==> src/rtl/pe_mac_unit_pkg.sv <==
// Shared definitions for the PE MAC stage: FSM encoding and default datapath widths.
package pe_mac_unit_pkg;

  localparam int DEF_DATA_WIDTH = 16;
  localparam int DEF_MAX_K      = 16;
  localparam int DEF_ACC_WIDTH  = 40;
  localparam int DEF_OUT_WIDTH  = 32;
  localparam int KSIZE_WIDTH    = 8;

  typedef enum logic [2:0] {
    IDLE   = 3'd0,
    LOAD   = 3'd1,
    STREAM = 3'd2,
    DRAIN  = 3'd3,
    OUT    = 3'd4
  } pe_state_t;

endpackage

==> src/rtl/pe_mac_unit_act_line_buf.sv <==
// Activation line buffer: one kernel window of activations, written in order and read by tap index.
module pe_act_line_buf #(
  parameter int DATA_WIDTH = 16,
  parameter int MAX_K      = 16,
  localparam int IDX_W     = $clog2(MAX_K),
  localparam int CNT_W     = $clog2(MAX_K + 1)
) (
  input  logic                  clk,
  input  logic                  rstn,
  input  logic                  clear,
  input  logic                  wr_en,
  input  logic [DATA_WIDTH-1:0] wr_data,
  input  logic [IDX_W-1:0]      rd_idx,
  output logic [DATA_WIDTH-1:0] rd_data,
  output logic [CNT_W-1:0]      count
);

  logic [DATA_WIDTH-1:0] mem [MAX_K];
  logic [CNT_W-1:0]      wr_ptr;

  // Writes beyond the array depth are dropped so the pointer can never alias a slot.
  always_ff @(posedge clk or negedge rstn) begin
    if (!rstn) begin
      wr_ptr <= '0;
      for (int i = 0; i < MAX_K; i++) mem[i] <= '0;
    end else if (clear) begin
      wr_ptr <= '0;
      for (int i = 0; i < MAX_K; i++) mem[i] <= '0;
    end else if (wr_en && (wr_ptr < CNT_W'(MAX_K))) begin
      mem[wr_ptr[IDX_W-1:0]] <= wr_data;
      wr_ptr                 <= wr_ptr + 1'b1;
    end
  end

  assign rd_data = mem[rd_idx];
  assign count   = wr_ptr;

endmodule

==> src/rtl/pe_mac_unit.sv <==
// PE MAC stage: buffers one activation window, streams K weights, accumulates the signed
// products and hands a saturated partial sum to the output collector.
module pe_mac_unit
  import pe_mac_unit_pkg::*;
#(
  parameter int DATA_WIDTH = DEF_DATA_WIDTH,
  parameter int MAX_K      = DEF_MAX_K,
  parameter int ACC_WIDTH  = DEF_ACC_WIDTH,
  parameter int OUT_WIDTH  = DEF_OUT_WIDTH
) (
  input  logic                   clk,
  input  logic                   rstn,
  input  logic                   start,
  input  logic [KSIZE_WIDTH-1:0] kernel_size,
  input  logic                   kernel_busy,
  input  logic                   un_configed,
  output logic                   weight_rd_en,
  input  logic [DATA_WIDTH-1:0]  weight_in,
  input  logic [DATA_WIDTH-1:0]  act_in,
  input  logic                   act_valid,
  output logic                   act_ready,
  output logic [OUT_WIDTH-1:0]   psum_out,
  output logic                   psum_valid,
  input  logic                   psum_ready,
  output logic                   busy,
  output logic                   start_err
);

  localparam int IDX_W  = $clog2(MAX_K);
  localparam int CNT_W  = $clog2(MAX_K + 1);
  localparam int PROD_W = 2 * DATA_WIDTH;

  localparam logic signed [ACC_WIDTH-1:0] SAT_HI =
    {{(ACC_WIDTH - OUT_WIDTH + 1){1'b0}}, {(OUT_WIDTH - 1){1'b1}}};
  localparam logic signed [ACC_WIDTH-1:0] SAT_LO =
    {{(ACC_WIDTH - OUT_WIDTH + 1){1'b1}}, {(OUT_WIDTH - 1){1'b0}}};

  pe_state_t state, next_state;

  logic [CNT_W-1:0]            k_reg;
  logic [IDX_W-1:0]            tap;
  logic signed [PROD_W-1:0]    prod;
  logic                        prod_vld;
  logic signed [ACC_WIDTH-1:0] acc;
  logic [OUT_WIDTH-1:0]        sat_val;

  logic [DATA_WIDTH-1:0]       lb_rd_data;
  logic [CNT_W-1:0]            lb_count;

  logic start_ok;
  logic act_fire;
  logic load_done;
  logic stream_last;

  assign start_ok = start && !kernel_busy && !un_configed &&
                    (kernel_size != '0) &&
                    (kernel_size <= KSIZE_WIDTH'(MAX_K));

  assign act_fire    = act_valid && act_ready;
  assign load_done   = act_fire && (lb_count == (k_reg - 1'b1));
  assign stream_last = (CNT_W'(tap) == (k_reg - 1'b1));

  pe_act_line_buf #(
    .DATA_WIDTH (DATA_WIDTH),
    .MAX_K      (MAX_K)
  ) u_line_buf (
    .clk     (clk),
    .rstn    (rstn),
    .clear   ((state == IDLE) && start_ok),
    .wr_en   (act_fire),
    .wr_data (act_in),
    .rd_idx  (tap),
    .rd_data (lb_rd_data),
    .count   (lb_count)
  );

  always_ff @(posedge clk or negedge rstn) begin
    if (!rstn) state <= IDLE;
    else       state <= next_state;
  end

  always_comb begin
    next_state = state;
    unique case (state)
      IDLE:    if (start_ok)    next_state = LOAD;
      LOAD:    if (load_done)   next_state = STREAM;
      STREAM:  if (stream_last) next_state = DRAIN;
      DRAIN:                    next_state = OUT;
      OUT:     if (psum_ready)  next_state = IDLE;
      default:                  next_state = IDLE;
    endcase
  end

  always_comb begin
    act_ready    = 1'b0;
    weight_rd_en = 1'b0;
    psum_valid   = 1'b0;
    busy         = 1'b1;
    unique case (state)
      IDLE:    busy         = 1'b0;
      LOAD:    act_ready    = (lb_count < k_reg);
      STREAM:  weight_rd_en = 1'b1;
      DRAIN:   ;
      OUT:     psum_valid   = 1'b1;
      default: busy         = 1'b0;
    endcase
  end

  // The product register delays each tap by one cycle, so the last product lands during DRAIN.
  always_ff @(posedge clk or negedge rstn) begin
    if (!rstn) begin
      k_reg     <= '0;
      tap       <= '0;
      prod      <= '0;
      prod_vld  <= 1'b0;
      acc       <= '0;
      start_err <= 1'b0;
    end else begin
      start_err <= (state == IDLE) && start && !start_ok;
      prod_vld  <= (state == STREAM);
      if (state == STREAM) begin
        prod <= $signed(weight_in) * $signed(lb_rd_data);
        tap  <= tap + 1'b1;
      end
      if ((state == IDLE) && start_ok) begin
        k_reg <= kernel_size[CNT_W-1:0];
        tap   <= '0;
        acc   <= '0;
      end else if (prod_vld) begin
        acc <= acc + {{(ACC_WIDTH - PROD_W){prod[PROD_W-1]}}, prod};
      end
    end
  end

  always_comb begin
    if (acc > SAT_HI)      sat_val = SAT_HI[OUT_WIDTH-1:0];
    else if (acc < SAT_LO) sat_val = SAT_LO[OUT_WIDTH-1:0];
    else                   sat_val = acc[OUT_WIDTH-1:0];
  end

  assign psum_out = psum_valid ? sat_val : '0;

endmodule

==> config.mk <==
export PLATFORM = sky130hd
export DESIGN_NAME = pe_mac_unit
export DESIGN_NICKNAME = d
export VERILOG_FILES = /design/src/rtl/pe_mac_unit_pkg.sv /design/src/rtl/pe_mac_unit_act_line_buf.sv /design/src/rtl/pe_mac_unit.sv
export SDC_FILE = /design/constraint.sdc
export NUM_CORES = 1
export LEC_CHECK = 0
export BUFFER_PORTS_ARGS = -buffer_cell sky130_fd_sc_hd__clkbuf_2
export CORE_MARGIN = 3
export CORE_UTILIZATION = 58
export CTS_BUF_LIST = sky130_fd_sc_hd__clkbuf_4 sky130_fd_sc_hd__clkbuf_8 sky130_fd_sc_hd__clkbuf_16
export DETAILED_ROUTE_END_ITERATION = 10
export HOLD_SLACK_MARGIN = 0.15
export PLACE_DENSITY = 0.84
export SETUP_SLACK_MARGIN = 0.5
export SLEW_MARGIN = 25
export SYNTH_ARGS = -nofsm -noshare
export SYNTH_HDL_FRONTEND = slang
export SYNTH_SLANG_ARGS = --single-unit
export TNS_END_PERCENT = 30
==> constraint.sdc <==
create_clock -name clk -period 7.11 [get_ports clk]
set_input_delay 1.0665 -clock clk [delete_from_list [all_inputs] [get_ports clk]]
set_output_delay 1.0665 -clock clk [all_outputs]
set_load 0.02 [all_outputs]
* Word-level counts from Yosys, hierarchy flattened *
Cells that the tools add are included.

storage, ports and cells
  register bits after elaboration = 347
  output and inout port bits = 37

cells by class
  add/sub/neg operators = 4
  $mul = 1
  $lt $le $gt $ge = 8
  eq/ne operators = 10
  muxes and demuxes = 26
  bitwise logic cells = 2
  reductions and logical operators = 21

operators with widths
  kind                                                              count
  2-to-1 mux 256 bit                                                2
  bitwise mux 256 bit                                               1
  2-to-1 mux 32 bit                                                 3
  2-to-1 mux 40 bit                                                 2
  binary-select mux 16 bit (select 4 bit)                           1
  demux 16 bit (select 4 bit)                                       1
  2-to-1 mux 16 bit                                                 3
  adder 40 bit                                                      1
  greater-than comparator 40 x 32 -> 1 bit (second input constant)  1
  less-than comparator 40 x 32 -> 1 bit (second input constant)     1
  multiplier 16 x 16 -> 32 bit                                      1
  one-hot mux 3 bit (5 select lines)                                1
  2-to-1 mux 3 bit                                                  4
  logical AND 1 bit                                                 11
  greater-or-equal comparator 5 bit (second input constant)         2
  2-to-1 mux 5 bit                                                  2
  inverter 4 -> 5 bit                                               2
  <= comparator 8 x 5 -> 1 bit (second input constant)              1
  2-to-1 mux 4 bit                                                  2
  inequality test 2 bit (second input constant)                     4
  nonzero test 8 bit                                                1
  equality test 3 x 2 -> 1 bit (second input constant)              2
  nonzero test 2 bit                                                3
  adder 5 x 1 -> 5 bit (second input constant)                      1
  other kinds (14)                                                  19

* Logic depth before layout (Yosys ltp) *
  word-level depth = 8
  gate-level depth with buffers = 33
  gate-level depth less buffers = 30

* By module *
From an unflattened synthesis, not the netlist that was laid out.

unflattened totals
  cell total of the unflattened synthesis = 3,152
  area total of the unflattened synthesis = 29,059.1 um^2

modules (own cells, without submodules)
  module           instances  cells an instance  area an instance (um^2)  sequential area each (um^2)
  pe_mac_unit      1          1,767              15,731.3                 2,152.1
  pe_act_line_buf  1          1,385              13,327.8                 6,531.3

* Worst setup path after synthesis *
No wires, ideal clock.

  kind = register to register
  start = register tap[0]
  end = register prod[31]
  library setup time = 0.130 ns
  data arrival time = 7.106 ns
  slack = -0.126 ns
  cell stages (with the launch flop) = 29
  clock period less this slack = 7.236 ns
  cells stage by stage = dfrtp_1 -> buf_4 -> buf_4 -> buf_4 -> mux2i_1 -> a221oi_1 -> o21ai_0 -> nand2_1 -> clkbuf_1 -> nand2_1 -> fa_1 -> inv_1 -> fa_1 -> fa_1 -> fa_1 -> fa_1 -> inv_1 -> fa_1 -> inv_1 -> ha_1 -> and4_1 -> nand4_1 -> or3b_1 -> a31oi_1 -> o41ai_2 -> o2111ai_1 -> a21oi_1 -> xnor2_1 -> o21ai_1

on the way
  cells in the longest elaborated chain, start to end = 5

RTL lines
  element                                                RTL line                        text
  from (decl)                                            pe_mac_unit.sv:41               logic [IDX_W-1:0] tap;
  from (signal assigned)                                 pe_mac_unit.sv:123              tap <= tap + 1'b1;
  inverter 4 -> 5 bit (implied by the code)              pe_mac_unit_act_line_buf.sv:35  assign rd_data = mem[rd_idx];
  binary-select mux 16 bit (select 4 bit)                pe_mac_unit_act_line_buf.sv:35
  2-to-1 mux 16 bit (implied by the code) (2 in series)  pe_mac_unit_act_line_buf.sv:35
  multiplier 16 x 16 -> 32 bit                           pe_mac_unit.sv:122              prod <= $signed(weight_in) * $signed(lb_rd_data);
  to (signal assigned)                                   pe_mac_unit.sv:122
  to (decl)                                              pe_mac_unit.sv:42               logic signed [PROD_W-1:0] prod;

Every way passes these cells. The select of a mux whose other input is x is not followed.
A chain may end at the register's enable or synchronous reset.

* Worst setup path after layout *
Same ends and word-level chain as after synthesis.

==> out/summary.md <==
## Global route
- maximum number of pins on one net before global-route repair: 196
- first-pass GRT wire length: 124000 um
- vias in the first global route: 23.7k
- Total GRT Usage: 29.2%
- number of antenna violations at the first check in global routing: 3
- total overflow reported by the global router: 0

## Floorplan
- Initial Util: 58.9%
- Std-Cell Rows: 81
- chip width: 229 um
- overall die height: 229 um
- Boundary Pins: 84
- placeable core region: 0.0491 mm2
- DIE AREA: 0.0525 mm2

## Timing
- worst setup skew after layout: 32.3 ps
- number of pins exceeding their max-slew limit in the final report: 0
- number of hold-slack violations in the final timing report: 0
- share of the clock period used by the worst path after layout: 103%
- worst rel slew slack: 25.9%
- final count of negative-setup-slack endpoints: 13
- maximum clock frequency: 136 MHz
- minimum period implied by the final worst setup slack: 7330 ps
- RSZ-0062 raised after global routing: true
- final worst-path setup slack: -218 ps
- worst hold slack: 489 ps
- Least-Margin Pin Slew: 1110 ps

## Clock network
- number of clock buffers inserted by TritonCTS: 39
- clock insertion delay at the later pin of the skew report: 590 ps
- # H-tree levels: 2
- clk slew on worst S/H paths: 60 ps
- maximum clock path buffer count: 3
- root buffer cell: sky130_fd_sc_hd__clkbuf_16
- CTS tree: yes
- count of clock tree sinks: 347

## Detailed routing
- via density per instance: 6.10
- total detailed-routing wirelength: 80200 um
- number of remaining DRC errors: 0
- drt first pass iters: 7
- WL/cell: 21.4 um
- number of nets with antenna violations after routing: 0
- iteration-0 DRC count of the detailed router: 1898
- routed via count: 22.9k

## Critical path
- depth of the critical timing path with buffers and inverters included: 28
- maximum cell stage delay along the critical path: 550 ps
- kind of cell adding the most delay to the critical path: adder cells
- cell count of the worst reg-to-reg path: 28
- source of the worst register-to-register timing path: tap[0]
- element type at the critical path start: register
- Setup crit end kind: register
- Critical Path Start: tap[0]
- setup slack, reg-to-reg: -220 ps
- sum of buffers and inverters on the critical path: 8
- worst-path maximum fanout: 8
- crit path to: prod[31]
- classification of the worst setup path: register to register
- cell with the largest stage delay on the worst path: sky130_fd_sc_hd__dfrtp_4
- destination of the worst register-to-register timing path: prod[31]
- endpoint required time on the critical path: 7530 ps
- critical path data arrival time: 7750 ps

## Logic synthesis
- top post-synthesis cells by area: sky130_fd_sc_hd__dfrtp_1, sky130_fd_sc_hd__fa_1, sky130_fd_sc_hd__mux2i_1, sky130_fd_sc_hd__ha_1, sky130_fd_sc_hd__nor2_1
- post-synthesis sequential element count: 347
- warning count from the yosys run: 0
- most instantiated cells after synthesis: sky130_fd_sc_hd__nor2_1, sky130_fd_sc_hd__dfrtp_1, sky130_fd_sc_hd__inv_1, sky130_fd_sc_hd__mux2i_1, sky130_fd_sc_hd__fa_1
- mean instance size in the synthesized netlist: 9.81 um2
- Cell variety after synth: 81
- number of standard cells after synthesis: 2945
- total nets after synthesis: 3387
- fraction of registers with async set/reset: 100%
- prevailing post-synth register cell: sky130_fd_sc_hd__dfrtp_1
- count leader, synth: sky130_fd_sc_hd__nor2_1
- register area share after synthesis: 30.0%
- share of the synthesized area in the top cell type: 30.0%
- Post-Synthesis Cell Area: 0.0289 mm2
- Yosys top cell by area: sky130_fd_sc_hd__dfrtp_1
- Post-synth EDFFs: 0

## Placed design
- placed cell area: 0.0307 mm2
- total half-perimeter wirelength after legalization and detailed placement: 53400 um
- number of cells after detailed placement: 3638
- I/O Buffers: 83
- routability congestion estimate: 0.975

## Cells and area
- register ranked first by flip-flop count: u_line_buf.mem
- count of inserted antenna diode cells: 0
- max FFs per register: 256
- final instance area: 0.0330 mm2
- biggest registers after layout: u_line_buf.mem: 256 flops, acc: 40 flops, prod: 32 flops
- Syn-to-layout area delta: 14.2%
- count of placed standard cells in the final layout, fillers left out: 3752
- share of final-layout standard cells stronger than drive strength 1: 16.7%
- final net count: 3499

## Run status
- status: finished with violations
- violated checks: negative setup slack

## Worst hold path
- worst min-delay path class: primary input to asynchronous set/reset pin

## Job
- Maximum Capacitance Violations: 0

through the flow:
stage          setup TNS (ps)  worst slack [ps]  utilization (%)
6_report                -1870              -218             67.3
5_1_grt                 -5470              -476             67.3
4_1_cts                  -103             -34.8             66.2
3_5_place_dp             -532              -173             62.6
3_3_place_gp            -73.3             -73.3             62.6
2_1_floorplan               0               356                -
area by class of cell:
cell class / count / area, um2
repair buffers: 238 / 2000
inverters: 324 / 1220
well taps: 664 / 831
clock inverters: 17 / 233
flip-flops and latches: 347 / 8690
fillers: 3493 / 16100
multi-input cells: 2107 / 18900
clock buffers: 55 / 1160
per-layer routing:
metal / wire, um / up-vias / track usage (%)
met5: 37 / - / 0
met1: 29300 / 11445 / 35.4
met4: 5130 / 6 / 16.8
met2: 39900 / 1154 / 50.0
li1: - / 9895 / -
met3: 5790 / 386 / 4.47
kinds of logic (layout without fill, tap and decap cells):
group / after synthesis / in the layout / synth area share (%)
flip-flops: 347 / 347 / 30.0
XOR/XNOR: 83 / 83 / 2.52
buffers and inverters: 491 / 634 / 6.85
multiplexers: 366 / 366 / 14.1
adder cells (fa/ha/maj): 395 / 395 / 23.9
AO/OA/AOI/OAI: 365 / 365 / 7.95
AND/OR/NAND/NOR: 898 / 898 / 14.6
cells in the final DEF, fill, tap and decap left out, drive strengths merged, types with 6 or more instances in the layout:
cell type	instances
nor4	8
dfrtp	347
and3	7
mux2	13
o21ai	137
a21o	29
o21a	9
ha	132
nor2b	10
nor3	13
a21oi	83
clkbuf	139
a221oi	16
o21bai	11
xnor2	51
mux4	32
xor2	32
nand3	34
nand2b	13
a22oi	16
mux2i	321
nand2	237
a211oi	16
o31ai	6
buf	154
clkinv	11
and2	141
nand4	17
inv	325
a31oi	7
fa	263
nor2	392
how the worst min path moves through the flow:
stage | slack (ps) | cells past startpoint | end | startpoint
CTS | 490 | 2 | prod[4] | prod[4]
finish | 490 | 1 | acc[17] | rstn
floorplan | 450 | 2 | prod[0] | prod[0]
global placement | 480 | 2 | prod[4] | prod[4]
global route | 510 | 2 | prod[4] | prod[4]
detailed placement | 480 | 2 | prod[4] | prod[4]
what timing repair did:
action,CTS,global route
hold buffers,0,0
pin swaps,24,62
setup buffers,8,27
endpoints found under the setup margin,20,21
gates resized for setup,49,74
gates cloned,3,4
worst register-to-register path, delay by kind of cell, from the launching register on:
family | cells | cell delay, ps
buffers and inverters | 8 | 860
AO/OA/AOI/OAI | 8 | 1450
multiplexers | 1 | 540
adder cells (fa/ha/maj) | 7 | 3080
flip-flops | 1 | 550
AND/OR/NAND/NOR | 3 | 550
XOR/XNOR | 1 | 140
Power is not shown: default switching activity piles up to over one toggle a cycle in this logic, so the estimate is an artifact.
